[config.mk]
export PLATFORM = sky130hd
export DESIGN_NAME = key_conditioner
export DESIGN_NICKNAME = d
export VERILOG_FILES = /design/src/rtl/key_cond_pkg.sv /design/src/rtl/key_cond_channel.sv /design/src/rtl/key_conditioner.sv
export SDC_FILE = /design/constraint.sdc
export NUM_CORES = 1
export LEC_CHECK = 0
export ABC_AREA = 1
export BUFFER_PORTS_ARGS = -buffer_cell sky130_fd_sc_hd__buf_2
export CAP_MARGIN = 0
export CELL_PAD_IN_SITES_DETAIL_PLACEMENT = 2
export CELL_PAD_IN_SITES_GLOBAL_PLACEMENT = 2
export CORE_ASPECT_RATIO = 1.2
export CORE_UTILIZATION = 33
export DETAILED_ROUTE_END_ITERATION = 12
export PLACE_DENSITY = 0.88
export SLEW_MARGIN = 10
export SYNTH_ARGS = -nofsm -noshare
export SYNTH_HDL_FRONTEND = slang
export SYNTH_SLANG_ARGS = --single-unit
[constraint.sdc]
create_clock -name clk -period 1.4 [get_ports clk]
set_clock_uncertainty 0.1 [all_clocks]
set_input_delay 0.07 -clock clk [delete_from_list [all_inputs] [get_ports clk]]
set_output_delay 0.07 -clock clk [all_outputs]
set_load 0.05 [all_outputs]
[src/rtl/key_cond_pkg.sv]
// key_cond_pkg: shared types, default timing constants and width helper
// for the key_conditioner push-button conditioner.
package key_cond_pkg;

  // Debounce FSM states
  typedef enum logic {
    KC_STABLE = 1'b0,
    KC_SETTLE = 1'b1
  } kc_state_t;

  // Default timing at 50 MHz: 10 ms debounce, 500 ms first repeat, 100 ms repeat period
  localparam int unsigned KC_DEBOUNCE_DEFAULT      = 32'd500000;
  localparam int unsigned KC_REPEAT_DELAY_DEFAULT  = 32'd25000000;
  localparam int unsigned KC_REPEAT_PERIOD_DEFAULT = 32'd5000000;

  // Counter width able to index a given cycle count (never narrower than one bit)
  function automatic int unsigned kc_cnt_width(input int unsigned cycles);
    if (cycles <= 32'd2) begin
      return 32'd1;
    end else begin
      return $clog2(cycles);
    end
  endfunction

endpackage

[src/rtl/key_cond_channel.sv]
// key_cond_channel: one key bit -- 2-flop synchroniser, polarity
// normalisation, debounce FSM and (optionally) the auto-repeat counter.
// Optional feature macro: KEY_COND_REPEAT_EN (auto-repeat strobe).
module key_cond_channel
  import key_cond_pkg::*;
#(
  parameter int unsigned DEBOUNCE_CYCLES = KC_DEBOUNCE_DEFAULT,
  parameter int unsigned ACTIVE_LOW      = 32'd1,
  parameter int unsigned REPEAT_DELAY    = KC_REPEAT_DELAY_DEFAULT,
  parameter int unsigned REPEAT_PERIOD   = KC_REPEAT_PERIOD_DEFAULT
) (
  input  logic clk,
  input  logic rst_n,
  input  logic i_raw,
  output logic o_level,
  output logic o_press,
  output logic o_release,
  output logic o_repeat
);

  localparam int unsigned    CW        = kc_cnt_width(DEBOUNCE_CYCLES);
  localparam logic [CW-1:0]  CNT_ZERO  = '0;
  localparam logic [CW-1:0]  CNT_ONE   = CW'(1);
  localparam logic [CW-1:0]  CNT_LAST  = CW'(DEBOUNCE_CYCLES - 32'd1);
  // Raw level meaning "not pressed"; the synchroniser resets to it so a key
  // held through reset is seen as a fresh press.
  localparam logic           SYNC_IDLE = (ACTIVE_LOW != 32'd0) ? 1'b1 : 1'b0;

  logic          r_sync1;
  logic          r_sync2;
  logic          w_s;
  kc_state_t     r_state;
  logic [CW-1:0] r_cnt;
  logic          r_level;
  logic          r_press;
  logic          r_release;

  // Two-flop synchroniser for the asynchronous raw key
  always_ff @(posedge clk or negedge rst_n) begin
    if (!rst_n) begin
      r_sync1 <= SYNC_IDLE;
      r_sync2 <= SYNC_IDLE;
    end else begin
      r_sync1 <= i_raw;
      r_sync2 <= r_sync1;
    end
  end

  // Normalised key: 1 = pressed regardless of board polarity
  assign w_s = r_sync2 ^ SYNC_IDLE;

  // Debounce FSM with registered level and press/release strobes
  always_ff @(posedge clk or negedge rst_n) begin
    if (!rst_n) begin
      r_state   <= KC_STABLE;
      r_cnt     <= CNT_ZERO;
      r_level   <= 1'b0;
      r_press   <= 1'b0;
      r_release <= 1'b0;
    end else begin
      r_press   <= 1'b0;
      r_release <= 1'b0;
      case (r_state)
        KC_STABLE: begin
          if (w_s != r_level) begin
            r_cnt   <= CNT_ONE;
            r_state <= KC_SETTLE;
          end else begin
            r_cnt   <= CNT_ZERO;
          end
        end
        KC_SETTLE: begin
          if (w_s == r_level) begin
            // Glitch: input went back before the window closed
            r_cnt   <= CNT_ZERO;
            r_state <= KC_STABLE;
          end else if (r_cnt == CNT_LAST) begin
            r_level   <= w_s;
            r_cnt     <= CNT_ZERO;
            r_state   <= KC_STABLE;
            r_press   <= w_s;
            r_release <= ~w_s;
          end else begin
            r_cnt <= r_cnt + CNT_ONE;
          end
        end
        default: begin
          r_cnt   <= CNT_ZERO;
          r_state <= KC_STABLE;
        end
      endcase
    end
  end

  assign o_level   = r_level;
  assign o_press   = r_press;
  assign o_release = r_release;

`ifdef KEY_COND_REPEAT_EN
  localparam int unsigned   RMAX      = (REPEAT_DELAY > REPEAT_PERIOD) ? REPEAT_DELAY : REPEAT_PERIOD;
  localparam int unsigned   RW        = kc_cnt_width(RMAX + 32'd1);
  localparam logic [RW-1:0] REP_ZERO  = '0;
  localparam logic [RW-1:0] REP_ONE   = RW'(1);
  localparam logic [RW-1:0] REP_MAX   = RW'(RMAX);
  localparam logic [RW-1:0] REP_DELAY = RW'(REPEAT_DELAY);
  localparam logic [RW-1:0] REP_PER   = RW'(REPEAT_PERIOD);

  logic          w_commit;
  logic          w_commit_press;
  logic          w_commit_release;
  logic [RW-1:0] w_rep_target;
  logic [RW-1:0] r_rep_cnt;
  logic          r_rep_first;
  logic          r_repeat;

  // Same-cycle view of the FSM committing a new level
  assign w_commit         = (r_state == KC_SETTLE) && (w_s != r_level) && (r_cnt == CNT_LAST);
  assign w_commit_press   = w_commit & w_s;
  assign w_commit_release = w_commit & ~w_s;
  assign w_rep_target     = r_rep_first ? REP_DELAY : REP_PER;

  // Auto-repeat: counts cycles since the last press/repeat strobe while held
  always_ff @(posedge clk or negedge rst_n) begin
    if (!rst_n) begin
      r_rep_cnt   <= REP_ZERO;
      r_rep_first <= 1'b0;
      r_repeat    <= 1'b0;
    end else begin
      r_repeat <= 1'b0;
      if (w_commit_press) begin
        r_rep_cnt   <= REP_ONE;
        r_rep_first <= 1'b1;
      end else if (w_commit_release || !r_level) begin
        // Release cycle and idle: no repeat, counter cleared
        r_rep_cnt   <= REP_ZERO;
        r_rep_first <= 1'b0;
      end else if (r_rep_cnt == w_rep_target) begin
        r_repeat    <= 1'b1;
        r_rep_cnt   <= REP_ONE;
        r_rep_first <= 1'b0;
      end else if (r_rep_cnt != REP_MAX) begin
        r_rep_cnt <= r_rep_cnt + REP_ONE;
      end else begin
        r_rep_cnt <= r_rep_cnt;
      end
    end
  end

  assign o_repeat = r_repeat;
`else
  assign o_repeat = 1'b0;
`endif

endmodule

[src/rtl/key_conditioner.sv]
// key_conditioner: N independent debounced key channels for the DE2-115
// game inputs. Optional auto-repeat enabled by defining KEY_COND_REPEAT_EN.
module key_conditioner
  import key_cond_pkg::*;
#(
  parameter int unsigned CHANNELS        = 32'd4,
  parameter int unsigned DEBOUNCE_CYCLES = KC_DEBOUNCE_DEFAULT,
  parameter int unsigned ACTIVE_LOW      = 32'd1,
  parameter int unsigned REPEAT_DELAY    = KC_REPEAT_DELAY_DEFAULT,
  parameter int unsigned REPEAT_PERIOD   = KC_REPEAT_PERIOD_DEFAULT
) (
  input  logic                clk,
  input  logic                rst_n,
  input  logic [CHANNELS-1:0] keys_raw,
  output logic [CHANNELS-1:0] keys_level,
  output logic [CHANNELS-1:0] keys_press,
  output logic [CHANNELS-1:0] keys_release,
  output logic [CHANNELS-1:0] keys_repeat
);

  // One conditioner per key; the top only gathers the outputs
  for (genvar g = 0; g < CHANNELS; g++) begin : g_ch
    key_cond_channel #(
      .DEBOUNCE_CYCLES (DEBOUNCE_CYCLES),
      .ACTIVE_LOW      (ACTIVE_LOW),
      .REPEAT_DELAY    (REPEAT_DELAY),
      .REPEAT_PERIOD   (REPEAT_PERIOD)
    ) u_ch (
      .clk       (clk),
      .rst_n     (rst_n),
      .i_raw     (keys_raw[g]),
      .o_level   (keys_level[g]),
      .o_press   (keys_press[g]),
      .o_release (keys_release[g]),
      .o_repeat  (keys_repeat[g])
    );
  end

endmodule

==> run metrics, run 1 <==
status stopped before the end; Failed at global routing (5_1_grt); Error [ERROR DPL-0033] detailed placement checks failed during check placement.; Seq/Total Area, Yosys 44.5%; largest net degree at the start of global routing 28; H-tree levels 3; Avg Cell Area, Syn 7.47 µm²; Yosys top cell by area dfrtp_1; row count 52; async set-reset flop share out of synthesis 100%; Die Span X 121 µm; CTS buffer count 9; Yosys top cell area share 40.8%; DP Cell Count 1089; clock tree buffer depth 2; initial antenna violation count 2; port bufs 17; #FFs+latches synth 100; Post-synth EDFFs 0; synth cell count leaders nand2_1, nor2_1, dfrtp_1; synthesized area 5640 µm²; GP Congestion 0.827; Top FF cell, synth dfrtp_1; root buf cell clkbuf_16; die span in y 145 µm; Yosys warnings 0; Sink Count 100; Starting Density 33.6%; GRT repair_timing worst endpoint g_ch[2].u_ch.r_cnt[16]$_DFF_PN0_/D; count leader, synth nand2_1; DP Wirelength 16.5 mm; post-synth cell types 37; Synth area leaders dfrtp_1, nand2_1, nor2_1, inv_1, nand3_1; IO Count 22; worst ep type register input; Gate Count Post-Synth 755
[metrics by stage]
step | area [µm²] | setup WS, ns | hold slack, ns | utilization (%)
after floorplan | 5690 | -0.0373 | -0.326 | -
after global placement | 6810 | -0.131 | -0.0544 | 40.6
after detailed placement | 6810 | -0.270 | -0.0508 | 40.6
after CTS | 8530 | -0.274 | 0.0909 | 50.8
[cells by family after synthesis]
family / Yosys count / synth area share [%]
compound gates: 28 / 3.28
buf+inv: 116 / 9.25
simple gates: 484 / 38.6
flops: 100 / 44.5
fa+ha+maj: 4 / 0.887
xor+xnor: 22 / 3.41
other cells: 1 / 0.0665
[what timing repair did]
action / CTS
pin swaps: 96
setup endpoints to repair: 92
hold buffers: 5
buffers inserted: 37
gates resized for setup: 261
cloned: 3
hold endpoints to repair: 100
==> run 2: changes to the inputs <==
--- a/config.mk
+++ b/config.mk
@@ -8,12 +8,9 @@
 export ABC_AREA = 1
 export BUFFER_PORTS_ARGS = -buffer_cell sky130_fd_sc_hd__buf_2
 export CAP_MARGIN = 0
-export CELL_PAD_IN_SITES_DETAIL_PLACEMENT = 2
-export CELL_PAD_IN_SITES_GLOBAL_PLACEMENT = 2
-export CORE_ASPECT_RATIO = 1.2
-export CORE_UTILIZATION = 33
+export CORE_UTILIZATION = 23
 export DETAILED_ROUTE_END_ITERATION = 12
-export PLACE_DENSITY = 0.88
+export PLACE_DENSITY_LB_ADDON = 0.15
 export SLEW_MARGIN = 10
 export SYNTH_ARGS = -nofsm -noshare
 export SYNTH_HDL_FRONTEND = slang
==> constraint.sdc (replaced) <==
create_clock -name clk -period 1.82 [get_ports clk]
set_clock_uncertainty 0.1 [all_clocks]
set_input_delay 0.091 -clock clk [delete_from_list [all_inputs] [get_ports clk]]
set_output_delay 0.091 -clock clk [all_outputs]
set_load 0.05 [all_outputs]
==> run metrics, run 2 <==
status completed (was stopped before the end); Worst Path Required 1.95 ns; RSZ-0062 raised after global routing false; final std cells w/o fill 1103; DP Wirelength 9.33 mm (was 16.5 mm); CP max FO 10; XOR/XNOR Fraction of Synth Area 3.41% (unchanged); critical path buffer and inverter count 0; async set-reset flop share out of synthesis 100% (unchanged); share of cells above drive strength 1 12.1%; mux share of post-synthesis cell area 0% (unchanged); peak supply drop 0.424 mV; Avg Cell Area, Syn 7.47 µm² (unchanged); Fin Setup TNS 0 ns; Yosys top cell area share 40.8% (unchanged); CP Class flip-flop to flip-flop; slowest CP cell dfrtp_1; register with the most flip-flops g_ch.u_ch.r_cnt; Compound-Gate Fraction of Synth Area 3.28% (unchanged); main combinational cell family by area after synthesis simple AND/OR/NAND/NOR gates (unchanged); Worst R2R Start g_ch[0].u_ch.r_cnt[0]; IO Count 22 (unchanged); root buf cell clkbuf_16 (unchanged); Clock transition at path regs 0.08 ns; fin nets 790; synthesized area 5640 µm² (unchanged); Peak Freq 0.606 GHz; Tmin final 1.65 ns; DP Cell Count 1083 (was 1089); max reg flops 76; total leakage power 2.81 nW; Starting Density 23.8% (was 33.6%); core area 23800 µm²; post-route clock period utilization 90.6%; most common cell after layout, fill and taps aside nand2_1; Seq/Total Area, Yosys 44.5% (unchanged); WP data arrival 1.78 ns; Crit. End Element flip-flop; initial antenna violation count 0; Final Setup Violations 0; P&R area growth vs syn 13.5%; Die Span X 159 µm (was 121 µm); total routed wirelength 12.4 mm; Crit path max-delay family simple AND/OR/NAND/NOR gates; diodes inserted 0; GP Congestion 0.782 (was 0.827); CP max stage delay 0.40 ns; H-tree levels 3 (unchanged); 1st-pass router iterations 4; gr usage total 11.0%; initial DRC count 255; drc violations 0; gr ovfl total 0; #FFs+latches synth 100 (unchanged); commonest non-fill, non-tap cells in the layout nand2_1, nor2_1, dfrtp_1, inv_1, nand3_1; port bufs 17 (unchanged); final-report hold violation count 0; clock network power share 42.1%; count leader, synth nand2_1 (unchanged); Synth area leaders dfrtp_1, nand2_1, nor2_1, inv_1, nand3_1 (unchanged); Top FF cell, synth dfrtp_1 (unchanged); CTS tree built; Sink Count 100 (unchanged); first-pass GRT wire length 21.4 mm; final hold slack 0.0910 ns; CP Launch Type flip-flop; Post-synth EDFFs 0 (unchanged); synth cell count leaders nand2_1, nor2_1, dfrtp_1 (unchanged); worst skew pair latency 0.35 ns; Gate Count Post-Synth 755 (unchanged); detailed-route vias per instance 4.03; switch share 24.1%; die span in y 159 µm (was 145 µm); max-slew violations 0; Flop pwr share 51.1%; synthesized-area fraction occupied by adder cells 0.887% (unchanged); Yosys top cell by area dfrtp_1 (unchanged); CTS buffer count 9 (unchanged); Die ar. 25200 µm²; Pwr Density 704 nW/µm²; Psw 1.09 mW; via count 4446; clock tree buffer depth 2 (unchanged); DR WL/cell 11.2 µm; crit-path cells ha_1 -> nand2_2 -> nor2_4 -> nand3_4 -> o21ai_4 -> nor2_1; largest net degree at the start of global routing 33; max_cap viols 0; Antenna Nets Post-Route 0; post-synth cell types 37 (unchanged); Combinational Power Share 6.8%; vias in the first global route 4334; internal power 3.42 mW; row count 56 (was 52); Hold Path Class primary input to async pin; Critical Path Start g_ch[0].u_ch.r_cnt[0]; Yosys warnings 0 (unchanged); simple-gate area share of the yosys netlist 38.6% (unchanged)
-- run 2: cell counts after synthesis --
No cell type changed its count.
-- run 2: repair_timing --
action / in CTS / in global routing
hold buffers: 5 / 0
setup endpoints to repair: 0 / 13
resized for setup: 0 / 1
setup buffers: 0 / 0
hold endpoints to repair: 98 / 0
-- run 2: through the flow --
| step | total power, mW | setup slack [ns] | util [%] | cell area, µm² |
|---|---|---|---|---|
| 6_report | 4.51 | 0.170 | 27.0 | 6400 |
| 5_1_grt | 4.71 | 0.00988 | 27.0 | 6400 |
| 4_1_cts | 4.60 | 0.101 | 26.9 | 6400 |
| 3_5_place_dp | 2.65 | 0.112 | 25.6 | 6070 |
| 3_3_place_gp | 2.65 | 0.150 | 25.6 | 6070 |
| 2_1_floorplan | 2.54 | 0.315 | - | 5650 |
-- run 2: power by group through the flow --
| stage | Sequential, mW | Clock [mW] | Combinational (mW) |
|---|---|---|---|
| 2_1_floorplan | 2.34 | 0 | 0.200 |
| 3_3_place_gp | 2.34 | 0 | 0.310 |
| 3_5_place_dp | 2.34 | 0 | 0.309 |
| 4_1_cts | 2.30 | 1.98 | 0.319 |
| 5_1_grt | 2.31 | 2.04 | 0.358 |
| 6_report | 2.30 | 1.90 | 0.306 |
-- run 2: final cells by class --
type | instances | area [µm²]
fillers | 2611 | 17300
multi-input cells | 542 | 2630
flip-flops and latches | 100 | 2510
well taps | 319 | 399
inverters | 96 | 360
clock buffers | 12 | 236
repair buffers | 31 | 230
clock inverters | 3 | 40.0
-- run 2: cell families after synthesis --
kind of cell / Yosys count
AO/OA/AOI/OAI: 28
XOR/XNOR: 22
adder cells (fa/ha/maj): 4
buffers and inverters: 116
flip-flops: 100
other: 1
AND/OR/NAND/NOR: 484
-- run 2: path summary, 6_finish.rpt --
path                                                to  slack, ns  depth (start not counted)
worst max-delay path             g_ch[0].u_ch.r_cnt[9]       0.17                          6
worst min-delay path            g_ch[1].u_ch.r_cnt[15]       0.09                          2
worst max register to register   g_ch[0].u_ch.r_cnt[9]       0.17                          6
worst min register to register    g_ch[0].u_ch.r_sync2       0.25                          0
max in group asynchronous         g_ch[3].u_ch.r_sync2       0.94                          3
min in group clk                  g_ch[0].u_ch.r_sync2       0.25                          0
-- run 2: routing by layer --
layer	vias up	track usage, %	part of all wire [%]
li1	2378	-	-
met1	2017	15.1	53
met2	41	17.0	44
met3	10	2.29	2.3
met4	0	3.71	1.3
met5	-	0	0
No activity file was read; power rests on OpenSTA's default activity.
